## src/rtl/lsu_pkg.sv

```systemverilog
// Shared constants for the load/store unit: RV32I funct3 codes, FSM states
// and the request legality check.
package lsu_pkg;

  localparam logic [2:0] F3_B  = 3'b000;
  localparam logic [2:0] F3_H  = 3'b001;
  localparam logic [2:0] F3_W  = 3'b010;
  localparam logic [2:0] F3_BU = 3'b100;
  localparam logic [2:0] F3_HU = 3'b101;

  typedef enum logic [1:0] {
    S_IDLE = 2'd0,
    S_RD   = 2'd1,
    S_WR   = 2'd2,
    S_RESP = 2'd3
  } state_e;

  // Stores only have B/H/W forms; halfwords need addr[0]=0, words addr[1:0]=0.
  function automatic logic req_is_err(input logic we, input logic [2:0] f3,
                                      input logic [1:0] lo);
    logic err;
    case (f3)
      F3_B, F3_BU: err = we && (f3 == F3_BU);
      F3_H, F3_HU: err = (we && (f3 == F3_HU)) || lo[0];
      F3_W:        err = (lo != 2'b00);
      default:     err = 1'b1;
    endcase
    return err;
  endfunction

endpackage

```

## src/rtl/lsu_lane.sv

```systemverilog
// Combinational lane logic: extracts/extends a load lane from a memory word
// and merges a byte/half store into the old word for read-modify-write.
module lsu_lane
  import lsu_pkg::*;
#(
  parameter int WIDTH1 = 32
) (
  input  logic [WIDTH1-1:0] word_i,
  input  logic [WIDTH1-1:0] wdata_i,
  input  logic [1:0]        lane_i,
  input  logic [2:0]        funct3_i,
  output logic [WIDTH1-1:0] load_o,
  output logic [WIDTH1-1:0] merge_o
);

  logic [7:0]  byte_v;
  logic [15:0] half_v;

  always_comb begin
    byte_v = word_i[{lane_i, 3'b000} +: 8];
    half_v = word_i[{lane_i[1], 4'b0000} +: 16];

    case (funct3_i)
      F3_B:    load_o = {{(WIDTH1-8){byte_v[7]}}, byte_v};
      F3_BU:   load_o = {{(WIDTH1-8){1'b0}}, byte_v};
      F3_H:    load_o = {{(WIDTH1-16){half_v[15]}}, half_v};
      F3_HU:   load_o = {{(WIDTH1-16){1'b0}}, half_v};
      default: load_o = word_i;
    endcase

    merge_o = word_i;
    case (funct3_i)
      F3_B:    merge_o[{lane_i, 3'b000} +: 8] = wdata_i[7:0];
      F3_H:    merge_o[{lane_i[1], 4'b0000} +: 16] = wdata_i[15:0];
      default: merge_o = wdata_i;
    endcase
  end

endmodule

```

## src/rtl/load_store_unit.sv

```systemverilog
// Load/store unit for a word-addressed data memory without byte enables.
// Optional feature: define LSU_RANGE_CHECK_EN to reject word indices >= MEM_SIZE.
module load_store_unit
  import lsu_pkg::*;
#(
  parameter int WIDTH1   = 32,
  parameter int MEM_SIZE = 1024
) (
  input  logic              clk,
  input  logic              reset,
  input  logic              req_valid,
  output logic              req_ready,
  input  logic              req_we,
  input  logic [2:0]        req_funct3,
  input  logic [WIDTH1-1:0] req_addr,
  input  logic [WIDTH1-1:0] req_wdata,
  input  logic [4:0]        req_rd,
  output logic [WIDTH1-1:0] mem_addr,
  output logic              mem_re,
  output logic              mem_wr,
  output logic [WIDTH1-1:0] mem_wdata,
  input  logic [WIDTH1-1:0] mem_rdata,
  output logic              resp_valid,
  input  logic              resp_ready,
  output logic [WIDTH1-1:0] resp_rdata,
  output logic [4:0]        resp_rd,
  output logic              resp_err
);

  // Handshakes: a transfer happens on a rising edge where valid && ready;
  // once raised, resp_valid and all resp_* fields hold until that edge.

  state_e            state_q;
  logic              we_q;
  logic [2:0]        funct3_q;
  logic [1:0]        lane_q;
  logic [WIDTH1-1:0] wdata_q;
  logic [WIDTH1-1:0] mem_addr_q;
  logic [WIDTH1-1:0] mem_wdata_q;
  logic [WIDTH1-1:0] resp_rdata_q;
  logic [4:0]        resp_rd_q;
  logic              resp_err_q;

  logic              req_err;
  logic [WIDTH1-1:0] load_word;
  logic [WIDTH1-1:0] merge_word;

  always_comb begin
    req_err = req_is_err(req_we, req_funct3, req_addr[1:0]);
`ifdef LSU_RANGE_CHECK_EN
    if ((req_addr >> 2) >= WIDTH1'(MEM_SIZE)) req_err = 1'b1;
`endif
  end

  // mem_rdata is only meaningful in S_RD, which is the only state using these.
  lsu_lane #(.WIDTH1(WIDTH1)) u_lane (
    .word_i   (mem_rdata),
    .wdata_i  (wdata_q),
    .lane_i   (lane_q),
    .funct3_i (funct3_q),
    .load_o   (load_word),
    .merge_o  (merge_word)
  );

  always_ff @(posedge clk) begin
    if (reset) begin
      state_q      <= S_IDLE;
      we_q         <= 1'b0;
      funct3_q     <= 3'b000;
      lane_q       <= 2'b00;
      wdata_q      <= '0;
      mem_addr_q   <= '0;
      mem_wdata_q  <= '0;
      resp_rdata_q <= '0;
      resp_rd_q    <= 5'd0;
      resp_err_q   <= 1'b0;
    end else begin
      case (state_q)
        S_IDLE: begin
          if (req_valid) begin
            we_q         <= req_we;
            funct3_q     <= req_funct3;
            lane_q       <= req_addr[1:0];
            wdata_q      <= req_wdata;
            resp_rd_q    <= req_rd;
            mem_addr_q   <= {req_addr[WIDTH1-1:2], 2'b00};
            resp_rdata_q <= '0;
            resp_err_q   <= req_err;
            if (req_err) begin
              state_q <= S_RESP;
            end else if (req_we && (req_funct3 == F3_W)) begin
              mem_wdata_q <= req_wdata;
              state_q     <= S_WR;
            end else begin
              state_q <= S_RD;
            end
          end
        end
        S_RD: begin
          if (we_q) begin
            mem_wdata_q <= merge_word;
            state_q     <= S_WR;
          end else begin
            resp_rdata_q <= load_word;
            state_q      <= S_RESP;
          end
        end
        S_WR:    state_q <= S_RESP;
        S_RESP:  if (resp_ready) state_q <= S_IDLE;
        default: state_q <= S_IDLE;
      endcase
    end
  end

  assign req_ready  = (state_q == S_IDLE);
  assign resp_valid = (state_q == S_RESP);
  assign mem_re     = (state_q == S_RD);
  assign mem_wr     = (state_q == S_WR);
  assign mem_addr   = mem_addr_q;
  assign mem_wdata  = mem_wdata_q;
  assign resp_rdata = resp_rdata_q;
  assign resp_rd    = resp_rd_q;
  assign resp_err   = resp_err_q;

endmodule

```

## config.mk

```make
export PLATFORM = sky130hd
export DESIGN_NAME = load_store_unit
export DESIGN_NICKNAME = d
export VERILOG_FILES = /design/src/rtl/lsu_pkg.sv /design/src/rtl/lsu_lane.sv /design/src/rtl/load_store_unit.sv
export SDC_FILE = /design/constraint.sdc
export NUM_CORES = 1
export LEC_CHECK = 0
export CORE_MARGIN = 4
export CORE_UTILIZATION = 47
export CTS_CLUSTER_SIZE = 12
export DETAILED_ROUTE_END_ITERATION = 7
export GPL_ROUTABILITY_DRIVEN = 1
export GPL_TIMING_DRIVEN = 0
export PLACE_DENSITY = 0.85
export RECOVER_POWER = 50
export SLEW_MARGIN = 20
export SYNTH_ARGS = -nofsm -noshare
export SYNTH_HDL_FRONTEND = slang
export SYNTH_SLANG_ARGS = --single-unit
```

## constraint.sdc

```tcl
create_clock -name clk -period 3.05 [get_ports clk]
set_clock_uncertainty 0.05 [all_clocks]
set_input_delay 0.915 -clock clk [delete_from_list [all_inputs] [get_ports clk]]
set_output_delay 0.915 -clock clk [all_outputs]
set_load 0.05 [all_outputs]
```

Word-level counts from Yosys, hierarchy flattened
Index checks and enable logic that the tools add are counted.
{ "totals": {"ff_bits": 140, "in_bits": 109, "wordCells": 68} }
{ "classes": {"n_addsub": 2, "n_eq_ne": 16, "shift": 6, "mux": 19, "reduce_logical": 15} }
{ "op_table": {"columns": ["operator", "n"], "rows": [
  ["$mux W32", 6],
  ["$pmux W32 S2", 3],
  ["$pmux W32 S4", 1],
  ["$bwmux W32", 2],
  ["$shift A16 B7 Y32 const A", 1],
  ["$shift A8 B7 Y32 const A", 1],
  ["$shiftx A16 B7 Y32", 1],
  ["$shiftx A32 B6 Y16", 1],
  ["$shiftx A32 B6 Y8", 1],
  ["$shiftx A8 B7 Y32", 1],
  ["$neg A5 Y7", 2],
  ["$eq A3 B3 Y1 const B", 4],
  ["$mux W2", 4],
  ["$pmux W2 S4", 1],
  ["$eq A3 B1 Y1 const B", 2],
  ["$logic_not A3 Y1", 2],
  ["$ne A2 B1 Y1 const B", 3],
  ["$ne A2 B2 Y1 const B", 3],
  ["$reduce_and A5 Y1", 1],
  ["$eq A2 B2 Y1 const B", 2],
  ["$reduce_and A2 Y1", 2],
  ["$reduce_bool A2 Y1", 2],
  ["$reduce_or A2 Y1", 2],
  ["$eq A3 B2 Y1 const B", 1],
  ["other kinds (7)", 9]
]} }

Logic depth before layout (Yosys ltp)
{ "depth": {"ltp_word": 7, "ltp_mapped": 10} }

Cells and area by module
From an unflattened synthesis, not the netlist that was laid out.
{ "unflattened": {"hier_cells": 970, "hier_area_um2": 7622.3} }
{ "modules_own_cells": {"columns": ["module", "n_inst", "cells_per_inst", "area_per_inst_um2", "seq_area_each_um2"], "rows": [
  ["load_store_unit", 1, 670, 5728.0, 2802.7],
  ["lsu_lane", 1, 300, 1894.3, 0.0]
]} }

Least setup slack after synthesis
Ideal clock, no wire load.
{ "synth_timing": {"path_type": "flip-flop to flip-flop", "from": "register lane_q[0]", "to": "register mem_wdata_q[0] (netlist: mem_wdata[0])", "t_arrival_ps": 2362, "required_time_ps": 2930, "setup_slack_ps": 567, "stages_incl_launch_ff": 11, "path_cell_list": "dfxtp_1 buf_2 clkbuf_1 inv_1 ha_1 nor4b_1 or3_1 clkbuf_1 a221oi_1 or3_1 a21oi_1"} }
{ "synth_via": {"elab_chain_cells": 6, "elab_cells_between_ends": 7} }
{ "synth_rtl": {"columns": ["element", "line", "source"], "rows": [
  ["start, declared", "load_store_unit.sv:36", "logic [1:0] lane_q;"],
  ["start signal, assigned", "load_store_unit.sv:83", "lane_q <= req_addr[1:0];"],
  ["$neg A5 Y7 *", "lsu_lane.sv:33", "F3_B: merge_o[{lane_i, 3'b000} +: 8] = wdata_i[7:0];"],
  ["$shiftx A8 B7 Y32 / $shift A8 B7 Y32 (equally long branches)", "lsu_lane.sv:33", null],
  ["$bwmux W32 *", "lsu_lane.sv:33", null],
  ["$pmux W32 S2 *", "lsu_lane.sv:32", "case (funct3_i)"],
  ["$mux W32 *", "load_store_unit.sv:100", "if (we_q) begin"],
  ["$pmux W32 S2 *", "load_store_unit.sv:78", "case (state_q)"],
  ["end signal, assigned", "load_store_unit.sv:92", "mem_wdata_q <= req_wdata;"],
  ["end signal, assigned", "load_store_unit.sv:101", "mem_wdata_q <= merge_word;"],
  ["end, declared", "load_store_unit.sv:39", "logic [WIDTH1-1:0] mem_wdata_q;"]
]} }
Every way passes the cells marked *; elsewhere a longest branch is shown, timed or not. The select of a mux whose other input is x is not followed.
A chain may end at the register's enable or synchronous reset.

Worst setup path in the final report
{ "layout_timing": {"from": "register lane_q[1]", "to": "register mem_wdata_q[7] (netlist: mem_wdata[7])"} }
{ "layout_via": {"elab_chain_cells": 6, "elab_cells_between_ends": 11} }
{ "layout_rtl": {"columns": ["element", "line", "source"], "rows": [
  ["$neg A5 Y7 (on tied branches)", "lsu_lane.sv:34, lsu_lane.sv:33", null],
  ["$shiftx A16 B7 Y32 (tied with other cells)", "lsu_lane.sv:34", "F3_H: merge_o[{lane_i[1], 4'b0000} +: 16] = wdata_i[15:0];"],
  ["$bwmux W32 (on tied branches)", "lsu_lane.sv:34, lsu_lane.sv:33", null],
  ["$pmux W32 S2 *", "lsu_lane.sv:32", null],
  ["$mux W32 *", "load_store_unit.sv:100", null],
  ["$pmux W32 S2 *", "load_store_unit.sv:78", null]
]} }
Marked as above.

==> summary.txt <==
Outcome
  • Result of the run: complete, no violations

STA
  • Tightest slew margin relative to the limit: 0.490
  • Tightest hold margin: 0.396 ns
  • Final-report setup violation count: 0
  • Crit path time final: between 2 and 3 ns
  • Final Cycle Share: 0.951
  • Slack of the critical path: about 0.15 ns
  • RSZ-0062 raised after global routing: no
  • Transition time of the tightest slew-check pin: 0.763 ns
  • Maximum frequency from static timing analysis: ~340 MHz
  • Number of failing hold endpoints at the final stage: 0
  • Max-slew violation total from the final report: 0

Routing
  • DRC marker count from the first detailed-route iteration: 720
  • Vias per cell: 5.81
  • Total wirelength of the detailed-routed design: ~25,000 µm
  • Vias: 7,552
  • Number of antenna-violating nets in the routed design: 0
  • Wire length per cell: about 19 µm
  • DRC errors left: 0
  • First-pass iteration count of the detailed router: 5

Logic synthesis
  • Synthesized area: between 6000 and 7000 µm²
  • Synth warn: 0
  • Main synth FF type: dfxtp_1
  • Share of async-settable or async-resettable flops after synthesis: 0
  • Mean post-synth cell area: roughly 7.8 µm²
  • Post-synthesis sequential area ratio: 0.411
  • Gate Count Post-Synth: roughly 900
  • Count of flip-flops with a built-in enable after synthesis: 0
  • Unique cell type count in the Yosys netlist: 58
  • Synthesis-stage register bit count: 140

Die
  • IO Pins: about 220
  • Initial Util: 0.486
  • Die Area: 16,500 µm²
  • Die Wd: 128 µm
  • FP Rows: 43
  • Total core area: between 10,000 and 15,000 µm²
  • Die H: approximately 130 µm

Clock tree
  • Clk Latency, worst-skew pair: 0.42 ns
  • Hold buffers post-CTS: 0
  • TritonCTS clock tree: yes
  • Number of CTS-inserted buffers: 17
  • Number of sinks handled by clock tree synthesis: 140
  • Count of H-tree levels built during CTS: 4
  • Buffers inserted by post-CTS timing repair: 0
  • CTS max path bufs: 2
  • Clock root buffer: clkbuf_16
  • CTS clk-pin slew, worst paths: 0.06 ns

Global routing
  • Grt ovf: 0
  • Tot GR Track Use: 0.298
  • Global-route wire length before repair: 38,700 µm
  • Initial antenna violation count: 0
  • Largest net degree at the start of global routing: 17
  • Number of global-route vias before repair: 7,297

Placed design
  • Worst Setup Slack post-DPL: -0.158 ns
  • Estimated wirelength of the detail-placed design: approximately 19,000 µm
  • Number of port buffers: 211
  • Routability congestion estimate from global placement: 0.994

Min path
  • Hold path endpoint: mem_wdata[3]
  • Origin of the worst min-delay path: mem_wdata[3]
  • Path category of the worst min-delay check: reg -> reg
  • Number of cells on the worst hold path: 2

Flow run
  • Max-Cap Viols: 0

Final layout
  • Count of antenna diodes in the layout: 0
  • Area delta synth->final: 43.2%
  • Share of final-layout standard cells stronger than drive strength 1: 0.0581
  • Count of nets after finishing: 1,227

Pwr
  • Maximum ir drop on the vdd rail: 0.000545 V
  • Power density cells: 915 nW/µm²
  • Leakage: 3.73 nW

Worst setup path
  • Kind of capture point of the worst setup path: flop
  • Startpoint type of the worst setup path: flop
  • Kind of critical path: reg -> reg
  • Required time of the critical path: 3.35 ns
  • Crit Reg-Reg Startpoint: lane_q[1]
  • Endpoint of the lowest-slack register-to-register path: mem_wdata[7]
  • R2r setup slk: 0.15 ns
  • Crit path DAT: about 3.2 ns
  • Worst Reg-to-Reg Cells: 10
  • Maximum fanout encountered on the critical timing path: 10
[placed cells by master, fill, tap and decap left out, drive strengths merged, types with 2 or more instances in the layout]
master,count
a211oi,9
o21a,4
clkinv,4
ha,9
a221oi,23
dfxtp,140
bufinv,4
a221o,17
clkdlybuf4s50,158
o22ai,8
mux2i,15
dlygate4sd3,53
a311oi,2
nand2b,5
nor3,28
a21oi,123
nand3,8
or3,16
o21ai,20
mux2,8
or2,2
nor4b,3
clkbuf,71
nor2,61
buf,28
a2111oi,7
a22oi,7
nand2,187
nand4,8
inv,31
a21o,7
o211ai,6
conb,2
nand3b,8
nor4bb,2
nor2b,6
a31oi,8
o41ai,8
[worst max path at each step]
| stage | start | to | slack (ns) | cells after the start |
|---|---|---|---|---|
| 6_report | lane_q[1] | mem_wdata[7] | 0.15 | 10 |
| 5_1_grt | lane_q[1] | mem_wdata[7] | 0.007 | 10 |
| 4_1_cts | lane_q[0] | mem_wdata[7] | 0.05 | 10 |
| 3_5_place_dp | req_addr[0] | mem_wdata[28] | -0.16 | 7 |
| 3_3_place_gp | req_addr[0] | mem_wdata[26] | -0.1 | 7 |
| 2_1_floorplan | lane_q[0] | mem_wdata[0] | 0.57 | 10 |
[Yosys cell counts, types with 2 or more instances]
cell type  count  area share
a21oi_1      123       0.090
clkbuf_1      46       0.025
o211ai_1       6      0.0066
nor4b_1        2      0.0026
a22oi_1        7      0.0077
mux2_2         8       0.013
buf_1          6      0.0033
nor4bb_1       2      0.0029
a31oi_1        8      0.0073
or3_1         16       0.015
o21a_1         4      0.0044
nand2b_1       5      0.0046
nand3b_1       8      0.0088
buf_4          4      0.0044
o41ai_1        8       0.010
dfxtp_1      140        0.41
o21ai_0       18       0.013
o22ai_1        8      0.0073
buf_2         18       0.013
ha_1           9       0.017
buf_6          3      0.0050
a2111oi_0      7      0.0090
nor2_1        60       0.033
or2_1          2      0.0018
a211oi_1       8      0.0088
nand3_1        8      0.0059
inv_1         31       0.017
a21o_1         7      0.0077
mux2i_1       15       0.022
a221oi_1      23       0.030
nand2_1      186        0.10
nand4_1        8      0.0073
nor3_1        27       0.020
a311oi_1       2      0.0026
nor2b_1        6      0.0055
a221o_1       17       0.025
[what timing repair did]
action / 4_1_cts / 5_1_grt
endpoints found under the hold margin: 0 / 0
gates resized for setup: 0 / 3
setup endpoints to repair: 0 / 24
[registers in the layout (all words and copies together), names as in the netlist]
name        count
funct3_q        3
lane_q          2
mem_addr       30
mem_wdata      32
resp_err        1
resp_rd         5
resp_rdata     32
state_q         2
wdata_q        32
we_q            1
[layer usage]
layer | GRT usage | up-vias | routed length (µm)
met5 | 0 | - | 0
met4 | 0.107 | 0 | 854
met3 | 0.0818 | 62 | 2630
met2 | 0.470 | 430 | 11500
met1 | 0.394 | 3498 | 10400
li1 | - | 3562 | -
[worst max-delay path, cell delays in order, from the launching register on]
cell and delay (ns):
dfxtp_1 0.39, buf_2 0.24, buf_2 0.27, inv_1 0.14, ha_1 0.34, nor4b_1 0.24, or3_1 0.14, clkbuf_1 0.27
a221oi_1 0.18, or3_1 0.40, a21oi_1 0.16
[cell families after synthesis]
family | Yosys count | share of synthesized area
simple gates | 339 | 0.222
compound gates | 256 | 0.243
flops | 140 | 0.411
buf+inv | 109 | 0.0688
mux | 24 | 0.0385
fa+ha+maj | 9 | 0.0165
other cells | 1 | 0.000550
[cell type report]
class / count / area, µm²
fillers: 1087 / 4270
multi-input cells: 630 / 3550
flip-flops and latches: 140 / 2800
repair buffers: 211 / 2110
clock buffers: 22 / 474
plain buffers: 77 / 349
well taps: 180 / 225
clock inverters: 7 / 139
inverters: 32 / 120
[where the power goes]
| group | leakage [nW] | internal, mW | total [mW] | switching (mW) |
|---|---|---|---|---|
| combinational | 2.29 | 1.36 | 4.26 | 2.90 |
| sequential | 1.14 | 2.23 | 2.50 | 0.273 |
| clock | 0.302 | 1.42 | 2.17 | 0.754 |
| total | 3.73 | 5.01 | 8.94 | 3.93 |
[per-stage QoR]
| stage | instance area, µm² | util | power (mW) | instances | TNS [ns] |
|---|---|---|---|---|---|
| 2_1_floorplan | 6830 | - | 5.34 | 879 | 0 |
| 3_3_place_gp | 9160 | 0.652 | 6.71 | 1270 | -0.206 |
| 3_5_place_dp | 9160 | 0.652 | 6.78 | 1270 | -0.401 |
| 4_1_cts | 9780 | 0.696 | 8.96 | 1299 | 0 |
| 5_1_grt | 9770 | 0.696 | 9.35 | 1299 | 0 |
| 6_report | 9770 | 0.696 | 8.94 | 1299 | 0 |
No activity file was read; power rests on OpenSTA's default activity.
